[config.mk]
export PLATFORM = sky130hd
export DESIGN_NAME = fifo_txmod_flat
export DESIGN_NICKNAME = d
export VERILOG_FILES = /design/src/rtl/fifo_txmod_if.sv /design/src/rtl/fifo_txmod.sv /design/src/flat_wrapper.sv
export SDC_FILE = /design/constraint.sdc
export NUM_CORES = 1
export LEC_CHECK = 0
export CAP_MARGIN = 15
export CORE_ASPECT_RATIO = 1.25
export CORE_UTILIZATION = 30
export CTS_CLUSTER_DIAMETER = 120
export DETAILED_ROUTE_END_ITERATION = 6
export GPL_ROUTABILITY_DRIVEN = 0
export PLACE_DENSITY = 0.5
export SYNTH_ARGS = -nofsm -noshare
export SYNTH_HDL_FRONTEND = slang
export SYNTH_SLANG_ARGS = --single-unit
[constraint.sdc]
create_clock -name CLOCK -period 2.1 [get_ports CLOCK]
set_clock_uncertainty 0.05 [all_clocks]
set_input_delay 0.315 -clock CLOCK [delete_from_list [all_inputs] [get_ports CLOCK]]
set_output_delay 0.315 -clock CLOCK [all_outputs]
set_load 0.05 [all_outputs]
[src/rtl/fifo_txmod_if.sv]
// FIFO-to-UART transmitter bus: FIFO status/read data in, FIFO enables and UART line out.
// The master side is the transmitter; the slave side is the FIFO/line observer.
interface fifo_txmod_if;
  logic [1:0] iTag;
  logic [7:0] iData;
  logic [1:0] oEn;
  logic       oTX;
  logic       oBusy;

  modport master (input iTag, input iData, output oEn, output oTX, output oBusy);
  modport slave  (output iTag, output iData, input oEn, input oTX, input oBusy);
endinterface

[src/rtl/fifo_txmod.sv]
// Pops bytes from a registered-read FIFO and sends them as 8N1 UART frames, LSB first.
// Define FIFO_TXMOD_PARITY_EN to insert an even-parity bit between data and stop.
module fifo_txmod #(
  parameter int CLKS_PER_BIT = 434
) (
  input logic          CLOCK,
  input logic          RESET,
  fifo_txmod_if.master bus
);

  localparam logic [15:0] BIT_LAST = 16'(CLKS_PER_BIT - 1);

  typedef enum logic [2:0] {
    IDLE,
    POP,
    LOAD,
    START,
    DATA,
`ifdef FIFO_TXMOD_PARITY_EN
    PARITY,
`endif
    STOP
  } state_t;

  state_t      state;
  state_t      state_next;
  logic [7:0]  shift_reg;
  logic [2:0]  bit_idx;
  logic [15:0] bit_timer;
  logic        timer_done;
  logic        tx_line;
  logic        unused_full;
`ifdef FIFO_TXMOD_PARITY_EN
  logic        parity_bit;
`endif

  // The FIFO full flag is irrelevant to a pure consumer.
  assign unused_full = bus.iTag[1];
  assign timer_done  = (bit_timer == 16'd0);

  always_ff @(posedge CLOCK or negedge RESET) begin
    if (!RESET) state <= IDLE;
    else        state <= state_next;
  end

  always_comb begin
    state_next = state;
    tx_line    = 1'b1;
    case (state)
      IDLE:  if (!bus.iTag[0]) state_next = POP;
      POP:   state_next = LOAD;
      LOAD:  state_next = START;
      START: begin
        tx_line = 1'b0;
        if (timer_done) state_next = DATA;
      end
      DATA: begin
        tx_line = shift_reg[0];
        if (timer_done && bit_idx == 3'd7) begin
`ifdef FIFO_TXMOD_PARITY_EN
          state_next = PARITY;
`else
          state_next = STOP;
`endif
        end
      end
`ifdef FIFO_TXMOD_PARITY_EN
      PARITY: begin
        tx_line = parity_bit;
        if (timer_done) state_next = STOP;
      end
`endif
      STOP:    if (timer_done) state_next = IDLE;
      default: state_next = IDLE;
    endcase
  end

  // Read data arrives one cycle after the POP strobe, so capture happens in LOAD.
  always_ff @(posedge CLOCK or negedge RESET) begin
    if (!RESET) begin
      shift_reg <= 8'd0;
      bit_idx   <= 3'd0;
      bit_timer <= 16'd0;
    end else begin
      case (state)
        LOAD: begin
          shift_reg <= bus.iData;
          bit_idx   <= 3'd0;
          bit_timer <= BIT_LAST;
        end
        DATA: begin
          if (timer_done) begin
            shift_reg <= shift_reg >> 1;
            bit_idx   <= bit_idx + 3'd1;
            bit_timer <= BIT_LAST;
          end else begin
            bit_timer <= bit_timer - 16'd1;
          end
        end
        START,
`ifdef FIFO_TXMOD_PARITY_EN
        PARITY,
`endif
        STOP: begin
          if (timer_done) bit_timer <= (state == STOP) ? 16'd0 : BIT_LAST;
          else            bit_timer <= bit_timer - 16'd1;
        end
        default: ;
      endcase
    end
  end

`ifdef FIFO_TXMOD_PARITY_EN
  always_ff @(posedge CLOCK or negedge RESET) begin
    if (!RESET)             parity_bit <= 1'b0;
    else if (state == LOAD) parity_bit <= ^bus.iData;
  end
`endif

  assign bus.oTX   = tx_line;
  assign bus.oEn   = {1'b0, state == POP};
  assign bus.oBusy = (state != IDLE);

endmodule

[src/flat_wrapper.sv]
// flat-port wrapper written by rule: the top's interface ports become plain ports
module fifo_txmod_flat 
#(
  parameter int CLKS_PER_BIT = 434
)
  (CLOCK, RESET, bus_iTag, bus_iData, bus_oEn, bus_oTX, bus_oBusy);
  fifo_txmod_if bus_i ();
  input logic CLOCK;
  input logic RESET;
  input wire logic [$bits(bus_i.iTag)-1:0] bus_iTag;
  input wire logic [$bits(bus_i.iData)-1:0] bus_iData;
  output wire logic [$bits(bus_i.oEn)-1:0] bus_oEn;
  output wire logic [$bits(bus_i.oTX)-1:0] bus_oTX;
  output wire logic [$bits(bus_i.oBusy)-1:0] bus_oBusy;
  assign bus_i.iTag = bus_iTag;
  assign bus_i.iData = bus_iData;
  assign bus_oEn = bus_i.oEn;
  assign bus_oTX = bus_i.oTX;
  assign bus_oBusy = bus_i.oBusy;
  fifo_txmod #(.CLKS_PER_BIT(CLKS_PER_BIT)) u_core (.CLOCK(CLOCK), .RESET(RESET), .bus(bus_i));
endmodule
# Word-level counts from Yosys, hierarchy flattened
# Index checks and enable logic that the tools add are counted.
# totals
out_inout_bits	4
elab_cells	40
inputBits	12
ff_bits	30
# op_classes
reduce_logical	9
eq_ne	11
n_mux	14
addsub	2
# op_table
operator	n
16-bit case mux with 3 select lines	1
16-bit 2-to-1 mux	2
3-bit case mux with 6 select lines	1
16-bit logical NOT	1
8-bit case mux with 2 select lines	1
16-bit by 1-bit subtractor with 16-bit output, second input constant	1
3-bit 2-to-1 mux	5
3-bit == test, second input constant	3
9-bit 2-to-1 mux	1
8-bit 2-to-1 mux	1
2-bit by 1-bit != test with 1-bit output, second input constant	4
3-bit by 2-bit == test with 1-bit output, second input constant	2
3-bit case mux with 2 select lines	1
3-bit nonzero test	2
4-bit AND reduction	1
3-bit by 1-bit adder with 3-bit output, second input constant	1
3-bit by 1-bit == test with 1-bit output, second input constant	1
3-bit logical NOT	1
2-bit != test, second input constant	1
1-bit case mux with 2 select lines	1
2-bit AND reduction	1
2-bit nonzero test	1
2-bit OR reduction	1
1-bit logical AND	1

# Depth between registers and ports, before layout
# depth
ltp_word	4
mapped_depth	8
mapped_depth_nobuf	6

# Worst setup path before layout
# OpenSTA, ideal clock, no wires.
# synth_timing
path_type	register to output
from	register u_core.state[0]
to	output port bus_oEn[0]
path_stages_with_launch	3
arrival_ns	1.832
required_time_ns	1.735
slack_ns	-0.097
n_path_buf	1
cell_sequence	dfrtp_1 clkbuf_1 nor3b_1
# synth_via
elab_chain_cells	1
# synth_rtl
item	line_no	rtl
start, declared	fifo_txmod.sv:25	state_t state;
start signal, assigned	fifo_txmod.sv:43	else state <= state_next;
3-bit by 1-bit == test with 1-bit output	fifo_txmod.sv:121	assign bus.oEn = {1'b0, state == POP};
end, declared	flat_wrapper.sv:12	output wire logic [$bits(bus_i.oEn)-1:0] bus_oEn;
# No other way between the ends.

# Worst setup path after layout
# layout_timing
from	register u_core.bit_timer[1]
to	register u_core.shift_reg[1]
# layout_via
elab_chain_cells	3
# layout_rtl
item	line_no	rtl
start, declared	fifo_txmod.sv:29	logic [15:0] bit_timer;
start signal, assigned	fifo_txmod.sv:97	bit_timer <= bit_timer - 16'd1;
start signal, assigned	fifo_txmod.sv:105	if (timer_done) bit_timer <= (state == STOP) ? 16'd0 : BIT_LAST;
start signal, assigned	fifo_txmod.sv:106	else bit_timer <= bit_timer - 16'd1;
16-bit logical NOT	fifo_txmod.sv:39	assign timer_done = (bit_timer == 16'd0);
2-bit by 1-bit != test with 1-bit output (no line)	--	
2-bit AND reduction (no line)	--	
end signal, assigned	fifo_txmod.sv:87	shift_reg <= bus.iData;
end signal, assigned	fifo_txmod.sv:93	shift_reg <= shift_reg >> 1;
end, declared	fifo_txmod.sv:27	logic [7:0] shift_reg;
# No other way between the ends.
# A chain may end at the register's enable or synchronous reset.

==> flow_metrics.py <==
metrics = {
    "hold_path": {
        "hold_class": "input port to async pin",
    },
    "run_status": {
        "status": "complete, no violations",
    },
    "synth": {
        "ys.flop_type": "dfrtp_1",
        "seq_area_frac_synth": 0.3942,
        "ys_warn_count": 0,
        "syn_nets": 203,
        "synth_common_cells": "dfrtp_1 (30), a31oi_1 (11), nor2_1 (10)",
        "ys_ff_latch": 30,
        "netlist_instances": 187,
        "synth.distinct_cells": 56,
        "synthesis.area_sq_um": 1904,
        "yosys.area.top_type": "dfrtp_1",
        "avgSynthCellArea_sq_um": 10.18,
        "async_flop_share": 1.000,
        "synth_area_leaders": "dfrtp_1 (39%), mux2_4 (5.5%), mux2_2 (4.7%), a31oi_1 (3.6%), ha_1 (2.6%)",
        "yosysMostFrequentCell": "dfrtp_1",
        "synth_top_area_share": 0.3942,
        "synth_edf_count": 0,
    },
    "floorplanning": {
        "io_pins": 16,
        "die_h_um": 91.08,
        "start_util": 0.3088,
        "die-width_um": 73.26,
        "die-area_sq_um": 6672,
        "rows": 32,
        "core_area_sq_um": 6166,
    },
    "critical_path": {
        "worstPathArrival_ns": 2.04,
        "worstSetupPathType": "register to register",
        "critPathMaxFanout": 7,
        "endpoint_kind": "register",
        "critPathRequiredTime_ns": 2.22,
        "critPathLaunchType": "register",
    },
    "sta": {
        "fmax_ghz": 0.5199,
        "rsz0062_at_grt": "false",
        "hold_viol": 0,
        "fin_tns_setup_ns": 0,
        "period_needed_ns": 1.923,
        "maxSlewHeadroom": 0.6587,
        "worst_pin_slew_ns": 0.5073,
        "fin_crit_sh": 0.9159,
        "setup_viol": 0,
        "slew_viol_final": 0,
    },
    "finish": {
        "area_growth_pct": 22.73,
        "largest_reg_flops": 16,
        "postLayoutCoreUtil": 0.3791,
        "layout.nets": 229,
        "diodes": 0,
        "drive_gt1_frac": 0.2757,
    },
    "clocking": {
        "clk_transition_reported_paths_ns": 0.07,
        "clockBufferDepth": 2,
        "clock_latency_ns": 0.29,
        "root_buffer": "clkbuf_8",
        "cts_tree": "done",
        "cts_max_level": 2,
        "cts_made_buffers": 5,
        "clock-sinks": 30,
    },
    "drt": {
        "wl_um": 4623,
        "drc": 0,
        "wl_per_cell_um": 15.46,
        "routed_via_density": 5.365,
        "first_pass_iters": 4,
        "final_antenna_net_count": 0,
        "num_vias": 1604,
        "drtIter0Drc": 70,
    },
    "place": {
        "hpwl_um": 3205,
        "io_buffers": 13,
    },
    "grt": {
        "grt_pass1_vias": 1647,
        "antenna_found_initial": 0,
        "grt_pass1_wl_um": 8128,
        "grt_overflow": 0,
        "grtUsageTotal": 0.1596,
        "grt_max_degree": 31,
    },
    "power_and_ir_drop": {
        "peakVddDrop_mv": 0.2187,
        "p_leak_nw": 0.9845,
        "p_per_area_nw_per_um2": 488.7,
    },
    "run": {
        "cap_violations": 0,
    },
}
layer usage:
layer  share of wire  global-route usage
met5               0                   0
met4           0.020             0.06699
met3           0.028             0.03441
met2            0.49              0.2593
met1            0.46              0.2004
final timing paths:
kind,end,slack [ns],cells after the start,start
max,u_core.shift_reg[1]$_DFFE_PN0P_,0.18,7,u_core.bit_timer[1]$_DFFE_PN0P_
min,u_core.bit_timer[1]$_DFFE_PN0P_,0.38,2,RESET
max reg2reg,u_core.shift_reg[1]$_DFFE_PN0P_,0.18,7,u_core.bit_timer[1]$_DFFE_PN0P_
min reg2reg,u_core.shift_reg[7]$_DFFE_PN0P_,0.45,1,u_core.shift_reg[7]$_DFFE_PN0P_
max in group asynchronous,u_core.shift_reg[0]$_DFFE_PN0P_,1.32,2,RESET
min in group CLOCK,u_core.shift_reg[7]$_DFFE_PN0P_,0.45,1,u_core.shift_reg[7]$_DFFE_PN0P_
layout make-up:
class	instances	area, sq um
timing repair buffer	34	305.3
sequential	30	750.7
inverter	8	30.03
multi-input combinational	134	1054
fill	647	3829
clock buffer	7	86.33
tap	85	106.4
clock inverter	1	5.005
repair_timing:
item,4_1_cts,5_1_grt
endpoints found under the setup margin,0,4
gates resized for setup,0,2
setup buffers,0,0
hold buffers,0,0
stage by stage:
stage	worst slack [ns]	std cells	power (mW)	hold WS, ns	cell area (sq um)
2_1_floorplan	0.1532	187	0.6215	-0.03059	1909
3_3_place_gp	0.09144	291	0.6547	0.4330	2232
3_5_place_dp	0.09998	291	0.6552	0.4402	2232
4_1_cts	0.08817	299	1.160	0.3978	2323
5_1_grt	0.05197	299	1.189	0.4156	2337
6_report	0.1766	299	1.142	0.3811	2337
critical path: stages, from the launching register on:
cell and delay (ns):
dfrtp_1 0.40, inv_1 0.10, ha_1 0.17, nor4b_4 0.22
and4_1 0.22, buf_4 0.15, a22o_4 0.20, mux2_4 0.31
cell usage in the layout, fill, tap and decap left out, types with 2 or more instances in the layout:
cell,count
a211oi_1,2
a21boi_0,2
a21oi_1,6
a22o_1,2
a311oi_1,4
a31oi_1,11
a41oi_1,5
and2_1,3
buf_12,2
buf_4,22
clkbuf_8,6
clkdlybuf4s50_1,10
dfrtp_1,30
ha_1,4
inv_1,8
mux2_2,8
mux2_4,7
mux2i_1,3
nand2_1,8
nand2b_1,2
nand3_1,5
nand4_1,4
nor2_1,10
nor2_2,2
nor3_1,3
nor3b_2,2
nor4_1,2
nor4b_1,2
o211ai_1,5
o21ai_0,2
o22ai_1,6
logic make-up (layout without fill, tap and decap cells):
logic type,after synthesis,in the layout,synth area share
flops,30,30,0.3942
mux,18,18,0.1183
other cells,1,1,0.001969
simple gates,55,55,0.1794
compound gates,56,56,0.2175
fa+ha+maj,4,4,0.02628
buf+inv,23,50,0.06242
power by group:
group	total [mW]	internal, mW	switching, mW
sequential	0.590	0.586	0.00435
clock	0.499	0.264	0.235
combinational	0.0529	0.0316	0.0213
total	1.14	0.881	0.261
(Power assumes the default switching activity.)
